==> src/rtl/divider_arbiter_if.sv <==
`default_nettype none
// +----------------------------------------------------------------------+
// | divider_arbiter_if                                                   |
// | Requester-side request/response bundle shared by all requesters.     |
// | Revision: 1.0                                                        |
// +----------------------------------------------------------------------+
interface divider_arbiter_if #(
  parameter int NUM_REQ = 2
) ();

  logic [NUM_REQ-1:0]       req_valid;
  logic [NUM_REQ-1:0]       req_ready;
  logic [NUM_REQ-1:0][31:0] req_dividend;
  logic [NUM_REQ-1:0][15:0] req_divisor;
  logic [NUM_REQ-1:0]       req_is_8_bit;
  logic [NUM_REQ-1:0]       req_is_signed;

  logic [NUM_REQ-1:0]       rsp_valid;
  logic [NUM_REQ-1:0]       rsp_ready;
  logic [15:0]              rsp_quotient;
  logic [15:0]              rsp_remainder;
  logic                     rsp_error;
  logic                     rsp_timeout;

  modport master (
    output req_valid, req_dividend, req_divisor, req_is_8_bit, req_is_signed, rsp_ready,
    input  req_ready, rsp_valid, rsp_quotient, rsp_remainder, rsp_error, rsp_timeout
  );

  modport slave (
    input  req_valid, req_dividend, req_divisor, req_is_8_bit, req_is_signed, rsp_ready,
    output req_ready, rsp_valid, rsp_quotient, rsp_remainder, rsp_error, rsp_timeout
  );

endinterface
`default_nettype wire

==> src/rtl/divider_arbiter.sv <==
`default_nettype none
// +----------------------------------------------------------------------+
// | divider_arbiter                                                      |
// | Round-robin sharing of one Divider with held operands, held response |
// | handshake and a watchdog that turns a hung divider into an error.    |
// | Revision: 1.0                                                        |
// +----------------------------------------------------------------------+
module divider_arbiter #(
  parameter int NUM_REQ = 2,
  parameter int TIMEOUT = 31
) (
  input  wire               clk,
  input  wire               reset_n,
  divider_arbiter_if.slave  bus,
  output logic              arb_busy,
  output logic              div_start,
  output logic              div_is_8_bit,
  output logic              div_is_signed,
  output logic [31:0]       div_dividend,
  output logic [15:0]       div_divisor,
  input  wire               div_complete,
  input  wire               div_error,
  input  wire  [15:0]       div_quotient,
  input  wire  [15:0]       div_remainder
);

  localparam int                   c_grant_w = (NUM_REQ > 1) ? $clog2(NUM_REQ) : 1;
  localparam logic [c_grant_w-1:0] c_last    = c_grant_w'(NUM_REQ - 1);
  localparam logic [7:0]           c_wd_last = 8'(TIMEOUT - 1);

  typedef enum logic [1:0] {
    ST_IDLE    = 2'd0,
    ST_START   = 2'd1,
    ST_WAIT    = 2'd2,
    ST_RESPOND = 2'd3
  } state_t;

  state_t                 r_state;
  state_t                 w_next_state;

  logic [c_grant_w-1:0]   r_rr_ptr;
  logic [c_grant_w-1:0]   r_grant;
  logic [31:0]            r_dividend;
  logic [15:0]            r_divisor;
  logic                   r_is_8_bit;
  logic                   r_is_signed;
  logic [7:0]             r_wd_cnt;
  logic [15:0]            r_quotient;
  logic [15:0]            r_remainder;
  logic                   r_error;
  logic                   r_timeout;

  logic                   w_found;
  logic [c_grant_w-1:0]   w_grant;
  logic [31:0]            w_idx;
  logic                   w_accept;
  logic                   w_timeout;
  logic                   w_rsp_fire;

  // Scan from the round-robin pointer upward, wrapping, first set bit wins.
  always_comb begin
    w_found = 1'b0;
    w_grant = '0;
    w_idx   = '0;
    for (int i = 0; i < NUM_REQ; i++) begin
      w_idx = 32'(r_rr_ptr) + 32'(i);
      if (w_idx >= 32'(NUM_REQ)) begin
        w_idx = w_idx - 32'(NUM_REQ);
      end
      if (!w_found && bus.req_valid[w_idx[c_grant_w-1:0]]) begin
        w_found = 1'b1;
        w_grant = w_idx[c_grant_w-1:0];
      end
    end
  end

  assign w_accept   = (r_state == ST_IDLE) && w_found;
  assign w_timeout  = (r_state == ST_WAIT) && (r_wd_cnt == c_wd_last);
  assign w_rsp_fire = (r_state == ST_RESPOND) && bus.rsp_ready[r_grant];

  always_comb begin
    w_next_state = r_state;
    case (r_state)
      ST_IDLE:    if (w_accept) w_next_state = ST_START;
      ST_START:   w_next_state = ST_WAIT;
      ST_WAIT:    if (div_complete || w_timeout) w_next_state = ST_RESPOND;
      ST_RESPOND: if (w_rsp_fire) w_next_state = ST_IDLE;
      default:    w_next_state = ST_IDLE;
    endcase
  end

  always_ff @(posedge clk or negedge reset_n) begin
    if (!reset_n) begin
      r_state <= ST_IDLE;
    end else begin
      r_state <= w_next_state;
    end
  end

  always_ff @(posedge clk or negedge reset_n) begin
    if (!reset_n) begin
      r_rr_ptr    <= '0;
      r_grant     <= '0;
      r_dividend  <= '0;
      r_divisor   <= '0;
      r_is_8_bit  <= 1'b0;
      r_is_signed <= 1'b0;
      r_wd_cnt    <= '0;
      r_quotient  <= '0;
      r_remainder <= '0;
      r_error     <= 1'b0;
      r_timeout   <= 1'b0;
    end else begin
      case (r_state)
        ST_IDLE: begin
          if (w_accept) begin
            r_grant     <= w_grant;
            r_dividend  <= bus.req_dividend[w_grant];
            r_divisor   <= bus.req_divisor[w_grant];
            r_is_8_bit  <= bus.req_is_8_bit[w_grant];
            r_is_signed <= bus.req_is_signed[w_grant];
          end
        end
        ST_START: begin
          r_wd_cnt <= '0;
        end
        ST_WAIT: begin
          r_wd_cnt <= r_wd_cnt + 8'd1;
          // A completion arriving on the timeout cycle still delivers real results.
          if (div_complete) begin
            r_quotient  <= div_quotient;
            r_remainder <= div_remainder;
            r_error     <= div_error;
            r_timeout   <= 1'b0;
          end else if (w_timeout) begin
            r_quotient  <= '0;
            r_remainder <= '0;
            r_error     <= 1'b1;
            r_timeout   <= 1'b1;
          end
        end
        ST_RESPOND: begin
          if (w_rsp_fire) begin
            r_rr_ptr <= (r_grant == c_last) ? '0 : r_grant + c_grant_w'(1);
          end
        end
        default: ;
      endcase
    end
  end

  // req_ready is masked during reset so no request is reported as taken while state is frozen.
  for (genvar g = 0; g < NUM_REQ; g++) begin : g_req
    assign bus.req_ready[g] = reset_n && w_accept && (w_grant == c_grant_w'(g));
    assign bus.rsp_valid[g] = (r_state == ST_RESPOND) && (r_grant == c_grant_w'(g));
  end

  assign bus.rsp_quotient  = r_quotient;
  assign bus.rsp_remainder = r_remainder;
  assign bus.rsp_error     = r_error;
  assign bus.rsp_timeout   = r_timeout;

  assign arb_busy      = (r_state != ST_IDLE);
  assign div_start     = (r_state == ST_START);
  assign div_dividend  = r_dividend;
  assign div_divisor   = r_divisor;
  assign div_is_8_bit  = r_is_8_bit;
  assign div_is_signed = r_is_signed;

endmodule
`default_nettype wire

==> src/flat_wrapper.sv <==
// flat-port wrapper written by rule: the top's interface ports become plain ports
module divider_arbiter_flat 
#(
  parameter int NUM_REQ = 2,
  parameter int TIMEOUT = 31
)
  (clk, reset_n, arb_busy, div_start, div_is_8_bit, div_is_signed, div_dividend, div_divisor, div_complete, div_error, div_quotient, div_remainder, bus_req_valid, bus_req_dividend, bus_req_divisor, bus_req_is_8_bit, bus_req_is_signed, bus_rsp_ready, bus_req_ready, bus_rsp_valid, bus_rsp_quotient, bus_rsp_remainder, bus_rsp_error, bus_rsp_timeout);
  divider_arbiter_if #(.NUM_REQ(NUM_REQ)) bus_i ();
  input  wire clk;
  input  wire reset_n;
  output logic arb_busy;
  output logic div_start;
  output logic div_is_8_bit;
  output logic div_is_signed;
  output logic [31:0] div_dividend;
  output logic [15:0] div_divisor;
  input  wire div_complete;
  input  wire div_error;
  input  wire  [15:0] div_quotient;
  input  wire  [15:0] div_remainder;
  input wire logic [$bits(bus_i.req_valid)-1:0] bus_req_valid;
  input wire logic [$bits(bus_i.req_dividend)-1:0] bus_req_dividend;
  input wire logic [$bits(bus_i.req_divisor)-1:0] bus_req_divisor;
  input wire logic [$bits(bus_i.req_is_8_bit)-1:0] bus_req_is_8_bit;
  input wire logic [$bits(bus_i.req_is_signed)-1:0] bus_req_is_signed;
  input wire logic [$bits(bus_i.rsp_ready)-1:0] bus_rsp_ready;
  output wire logic [$bits(bus_i.req_ready)-1:0] bus_req_ready;
  output wire logic [$bits(bus_i.rsp_valid)-1:0] bus_rsp_valid;
  output wire logic [$bits(bus_i.rsp_quotient)-1:0] bus_rsp_quotient;
  output wire logic [$bits(bus_i.rsp_remainder)-1:0] bus_rsp_remainder;
  output wire logic [$bits(bus_i.rsp_error)-1:0] bus_rsp_error;
  output wire logic [$bits(bus_i.rsp_timeout)-1:0] bus_rsp_timeout;
  assign bus_i.req_valid = bus_req_valid;
  assign bus_i.req_dividend = bus_req_dividend;
  assign bus_i.req_divisor = bus_req_divisor;
  assign bus_i.req_is_8_bit = bus_req_is_8_bit;
  assign bus_i.req_is_signed = bus_req_is_signed;
  assign bus_i.rsp_ready = bus_rsp_ready;
  assign bus_req_ready = bus_i.req_ready;
  assign bus_rsp_valid = bus_i.rsp_valid;
  assign bus_rsp_quotient = bus_i.rsp_quotient;
  assign bus_rsp_remainder = bus_i.rsp_remainder;
  assign bus_rsp_error = bus_i.rsp_error;
  assign bus_rsp_timeout = bus_i.rsp_timeout;
  divider_arbiter #(.NUM_REQ(NUM_REQ), .TIMEOUT(TIMEOUT)) u_core (.clk(clk), .reset_n(reset_n), .bus(bus_i), .arb_busy(arb_busy), .div_start(div_start), .div_is_8_bit(div_is_8_bit), .div_is_signed(div_is_signed), .div_dividend(div_dividend), .div_divisor(div_divisor), .div_complete(div_complete), .div_error(div_error), .div_quotient(div_quotient), .div_remainder(div_remainder));
endmodule
==> config.mk <==
export PLATFORM = sky130hd
export DESIGN_NAME = divider_arbiter_flat
export DESIGN_NICKNAME = d
export VERILOG_FILES = /design/src/rtl/divider_arbiter_if.sv /design/src/rtl/divider_arbiter.sv /design/src/flat_wrapper.sv
export SDC_FILE = /design/constraint.sdc
export NUM_CORES = 1
export LEC_CHECK = 0
export ABC_AREA = 1
export BUFFER_PORTS_ARGS = -buffer_cell sky130_fd_sc_hd__buf_2
export CORE_AREA = 2 2 142 102
export DETAILED_ROUTE_END_ITERATION = 6
export DIE_AREA = 0 0 144 104
export HOLD_SLACK_MARGIN = 0.08
export PLACE_DENSITY_LB_ADDON = 0.12
export REMOVE_ABC_BUFFERS = 1
export SLEW_MARGIN = 15
export SYNTH_ARGS = -nofsm -noshare
export SYNTH_HDL_FRONTEND = slang
export SYNTH_SLANG_ARGS = --single-unit
==> constraint.sdc <==
create_clock -name clk -period 3.25 [get_ports clk]
set_clock_uncertainty 0.15 [all_clocks]
set_input_delay 0.1625 -clock clk [delete_from_list [all_inputs] [get_ports clk]]
set_output_delay 0.1625 -clock clk [all_outputs]
set_load 0.005 [all_outputs]
Word-level counts from Yosys, hierarchy flattened

Index checks and enable logic that the tools add are counted.

Muxes and demuxes: 32
Equality and inequality tests: 7
Div/mod/pow operators: 0
Shift operators: 0
$mul: 0
$add $sub $neg: 5
Reductions and logical operators: 19
Order comparisons: 6
Bitwise operators: 2

Operator list:

| operator                                                                            | count |
|---|---|
| 16-bit two-way mux                                                                  | 5 |
| 32-bit two-way mux                                                                  | 2 |
| 1-bit two-way mux                                                                   | 20 |
| 8-bit one-hot mux with 2 select lines                                               | 1 |
| 1-bit logical AND                                                                   | 9 |
| 8-bit by 1-bit adder with 8-bit output, second input constant                       | 1 |
| 8-bit by 5-bit == test with 1-bit output, second input constant                     | 1 |
| 1-bit by 2-bit < comparator with 1-bit output, second input constant                | 4 |
| 2-bit one-hot mux with 4 select lines                                               | 1 |
| 2-bit two-way mux                                                                   | 3 |
| 2-bit AND reduction                                                                 | 3 |
| 2-bit nonzero test                                                                  | 3 |
| 2-bit == test, second input constant                                                | 2 |
| 2-bit by 1-bit != test with 1-bit output, second input constant                     | 2 |
| 3-bit AND reduction                                                                 | 1 |
| 1-bit by 1-bit adder with 2-bit output, second input constant                       | 1 |
| 2-bit by 1-bit == test with 1-bit output, second input constant                     | 1 |
| 1-bit by 2-bit greater-or-equal comparator with 1-bit output, second input constant | 1 |
| 2-bit greater-or-equal comparator, second input constant                            | 1 |
| 2-bit zero test                                                                     | 1 |
| 2-bit != test, second input constant                                                | 1 |
| 1-bit NOT                                                                           | 2 |
| 1-bit subtractor, second input constant                                             | 2 |
| 1-bit adder, second input constant                                                  | 1 |
| other kinds (2)                                                                     | 2 |

Register bits after elaboration: 96
Input port bits: 140
Memories kept: 0
Bits in writable memories: 0
Output and inout port bits: 90
Memory bits (read-only): 0
Bits in latches: 0

Depth between registers and ports, before layout

Word-level depth: 11
Gate-level depth with buffers: 10

Worst setup path after synthesis

No wires, ideal clock.

Path type: flip-flop to flip-flop
Start: register u_core.r_state[0]
End: register u_core.r_quotient[0], in the netlist u_core.bus.rsp_quotient[0]
Library setup time: 0.117 ns
Slack: 1.638 ns
Arrival time: 1.345 ns
Stages on the path, launching flop included: 9
Path through: dfrtp_1 inv_1 ha_1 nand4_1 o21ai_2 nand2_2 buf_6 nand2_1 nand2_1

Longest elaborated chain between the ends: 4

RTL lines:

| element                                | RTL line                                      | source |
|---|---|---|
| start: declaration                     | divider_arbiter.sv:38                         | `state_t r_state;` |
| start signal: assignment               | divider_arbiter.sv:96                         | `r_state <= w_next_state;` |
| 2-bit == test *                        | divider_arbiter.sv:78, divider_arbiter.sv:114 |  |
| 1-bit logical AND                      | divider_arbiter.sv:78                         | `assign w_timeout = (r_state == ST_WAIT) && (r_wd_cnt == c_wd_last);` |
| 2-bit nonzero test (no source line)    | n/a                                           |  |
| 2-bit AND reduction (no source line) * | n/a                                           |  |
| end signal: assignment                 | divider_arbiter.sv:131                        | `r_quotient <= div_quotient;` |
| end: declaration                       | divider_arbiter.sv:48                         | `logic [15:0] r_quotient;` |

Mark *: on every way between the ends. The rest lies on a longest branch, timed or not.
A chain may end at the register's enable or synchronous reset.

Worst setup path in the final report

Start: register u_core.r_state[0]
End: register u_core.r_dividend[5], in the netlist u_core.div_dividend[5]

Longest elaborated chain between the ends: 3

RTL lines:

| element                                | RTL line                                      | source |
|---|---|---|
| 2-bit zero test *                      | divider_arbiter.sv:77, divider_arbiter.sv:114 |  |
| 1-bit logical AND                      | divider_arbiter.sv:77                         | `assign w_accept = (r_state == ST_IDLE) && w_found;` |
| 2-bit AND reduction (no source line) * | n/a                                           |  |
| end signal: assignment                 | divider_arbiter.sv:118                        | `r_dividend <= bus.req_dividend[w_grant];` |
| end: declaration                       | divider_arbiter.sv:43                         | `logic [31:0] r_dividend;` |

Marks and branches as above.

==> results.json <==
{
  "antenna_violations_before_repair": 0,
  "worst_setup_path_start_kind": "flop",
  "clockBufferDepth": 2,
  "maxClockFrequency_mhz": 388,
  "synth_seq_cells": 96,
  "avgRoutedWirePerCell_microns": 13.4,
  "io_pins": 230,
  "critical_path_buf_inv_count": 3,
  "std_cell_rows": 36,
  "crit_path_required_time_ps": 3380,
  "drt_pass1_iterations": 5,
  "clkSinkCount": 96,
  "synth.cell_area_sq_um": 4430,
  "max_stage_delay_on_crit_path_ps": 660,
  "grt_first_pass_wirelength_mm": 23.3,
  "power.share.combinational": 0.475,
  "synth.yosys.seq_area_share": 0.543,
  "hp-class": "in -> reg",
  "grt_setup_unrepaired": "no",
  "die-height_microns": 104,
  "critPathKind": "reg -> reg",
  "mostFrequentLayoutCells": "buf_2 (228), nand2_1 (142), dlygate4sd3_1 (138)",
  "slew_headroom": 0.368,
  "clock-root-buffer": "clkbuf_16",
  "die-area_sq_um": 15000,
  "slowest_stage_cell_on_the_critical_path": "inv_2",
  "drtAntennaViolNets": 0,
  "critPathCaptureType": "flop",
  "r2r_setup_slack_ps": 670,
  "drive_above_1_share": 0.295,
  "seq_power_share": 0.341,
  "p_sw_frac": 0.363,
  "number_of_remaining_drc_errors": 0,
  "gr-usage-all-layers": 0.192,
  "start_util": 0.324,
  "power_per_cell_area_nw_per_um2": 818,
  "vdd.ir_drop.worst_mv": 0.551,
  "vias_per_cell": 4.55,
  "power.switching_w": 0.00218,
  "p_int_w": 0.00382,
  "final_max_slew_viol_count": 0,
  "antenna-diode-count": 0,
  "die_w_microns": 144,
  "maxCapViolations": 0,
  "worstPathMaxFanout": 51,
  "stdcell_count": 1075,
  "final_critical_delay_including_setup_and_external_delays_ps": 2580,
  "finalCritPeriodShare": 0.793,
  "run_status": "finished, final reports clean",
  "cp_top_family": "buffers and inverters",
  "power.clock.fraction": 0.184,
  "critical_path.cell_chain": "inv_1, ha_1, nand2_4, inv_2, nor2_1, a21oi_1, dlygate4sd3_1",
  "area_delta_synth_final_pct": 65.6,
  "vias_in_the_first_global_route": 4922,
  "tritoncts": "built",
  "worst-slew-pin-transition_ps": 948,
  "port_buffers": 229,
  "cellLeakagePower_nw": 3.67,
  "worst_ep_arrival_time_ps": 2710,
  "clk-insertion-delay-late_ps": 350,
  "placed_cells": 921,
  "fin_nets": 1027,
  "drtIter0Drc": 244,
  "maximum_number_of_pins_on_one_net_before_global_route_repair": 52,
  "setup_viol": 0,
  "detail_route.wirelength_mm": 14.4,
  "routabilityCongestion": 0.775,
  "synth.distinct_cells": 20,
  "route.vias.total": 4890,
  "floorplan.core_area_sq_um": 13600,
  "mostFrequentLayoutCell": "buf_2",
  "ys_warn_count": 0,
  "clock_tree.htree_level_count": 3,
  "grt_overflow_total": 0,
  "cts_made_buffers": 9,
  "cts.clk_slew.worst_paths_ps": 70,
  "hold_viol_final": 0,
  "tns_ps": 0,
  "detailedPlacementHpwl_mm": 9.12,
  "average_size_of_a_mapped_cell_sq_um": 8.40,
  "postSynthCellCount": 527
}
-- worst paths after layout --
check	depth (start not counted)	from	end
max in group asynchronous	3	reset_n	u_core.div_dividend[2]
worst min-delay path	6	bus_req_valid[0]	u_core.r_grant
worst min register to register	2	u_core.bus.rsp_remainder[9]	u_core.bus.rsp_remainder[9]
worst max register to register	7	u_core.r_state[0]	u_core.div_dividend[5]
worst max-delay path	7	u_core.r_state[0]	u_core.div_dividend[5]
min in group asynchronous	2	reset_n	u_core.div_dividend[14]
-- metal layers --
layer | wire (microns) | track usage | share of wire | vias to the layer above
li1 | - | - | - | 2409
met1 | 6300 | 0.239 | 0.44 | 2255
met2 | 6810 | 0.321 | 0.47 | 190
met3 | 851 | 0.0387 | 0.059 | 36
met4 | 460 | 0.0847 | 0.032 | 0
met5 | 0 | 0 | 0 | -
-- tightest hold or removal path, delay by kind of cell --
kind,cells,cell delay [ps]
AO/OA/AOI/OAI,2,120
AND/OR/NAND/NOR,1,70
buffers and inverters,3,240
-- cell families after synthesis --
| logic type | after synthesis | share of synthesized area |
|---|---|---|
| xor+xnor | 1 | 0.00198 |
| compound gates | 112 | 0.130 |
| fa+ha+maj | 7 | 0.0198 |
| flops | 96 | 0.543 |
| buf+inv | 52 | 0.0689 |
| simple gates | 259 | 0.237 |
-- state kept, by name, indices dropped and copies added (netlist names) --
name                      cells
u_core.div_is_8_bit           1
u_core.r_grant                1
u_core.r_wd_cnt               8
u_core.bus.rsp_remainder     16
u_core.r_rr_ptr               1
u_core.div_divisor           16
u_core.div_dividend          32
u_core.bus.rsp_quotient      16
u_core.bus.rsp_timeout        1
u_core.bus.rsp_error          1
u_core.r_state                2
u_core.div_is_signed          1
-- power by group through the flow --
stage | sequential (W) | clock (W) | combinational (W)
final | 0.00205 | 0.00110 | 0.00285
after global routing | 0.00211 | 0.00118 | 0.00319
after CTS | 0.00204 | 0.00116 | 0.00283
after detailed placement | 0.00205 | 0 | 0.00215
after global placement | 0.00205 | 0 | 0.00211
after floorplan | 0.00209 | 0 | 0.00107
-- cells in the mapped netlist (all sizes together) --
| master | number | area (sq um) |
|---|---|---|
| or2 | 3 | 18.8 |
| ha | 7 | 87.6 |
| nand4 | 1 | 6.26 |
| xnor2 | 1 | 8.76 |
| clkbuf | 8 | 30.0 |
| inv | 21 | 78.8 |
| nand3 | 43 | 215 |
| nor3 | 3 | 15.0 |
| nand2 | 144 | 551 |
| a21boi | 1 | 7.51 |
| o21ai | 8 | 51.3 |
| dfrtp | 96 | 2400 |
| buf | 23 | 196 |
| nor2 | 65 | 244 |
| a21oi | 103 | 515 |
-- final cells by class --
type,count,area [sq um]
fillers,1272,6320
clock buffers,9,225
inverters,21,78.8
repair buffers,373,2570
multi-input cells,379,1730
clock inverters,7,83.8
flip-flops and latches,96,2400
well taps,190,238
-- per-stage QoR --
step	power, W	utilization	hold slack (ps)	area [sq um]	setup slack (ps)
finish	0.00599	0.537	125	7330	673
global route	0.00648	0.537	143	7330	457
CTS	0.00602	0.537	108	7330	679
detailed placement	0.00420	0.413	83.8	5640	1160
global placement	0.00416	0.413	77.4	5640	1180
floorplan	0.00316	-	-283	4200	632
-- repair_timing --
item | CTS | global route
endpoints found under the hold margin | 133 | 0
hold buffers | 138 | 0
setup buffers | 0 | 0
resized for setup | 0 | 0
Power figures use the tool's default switching activity.
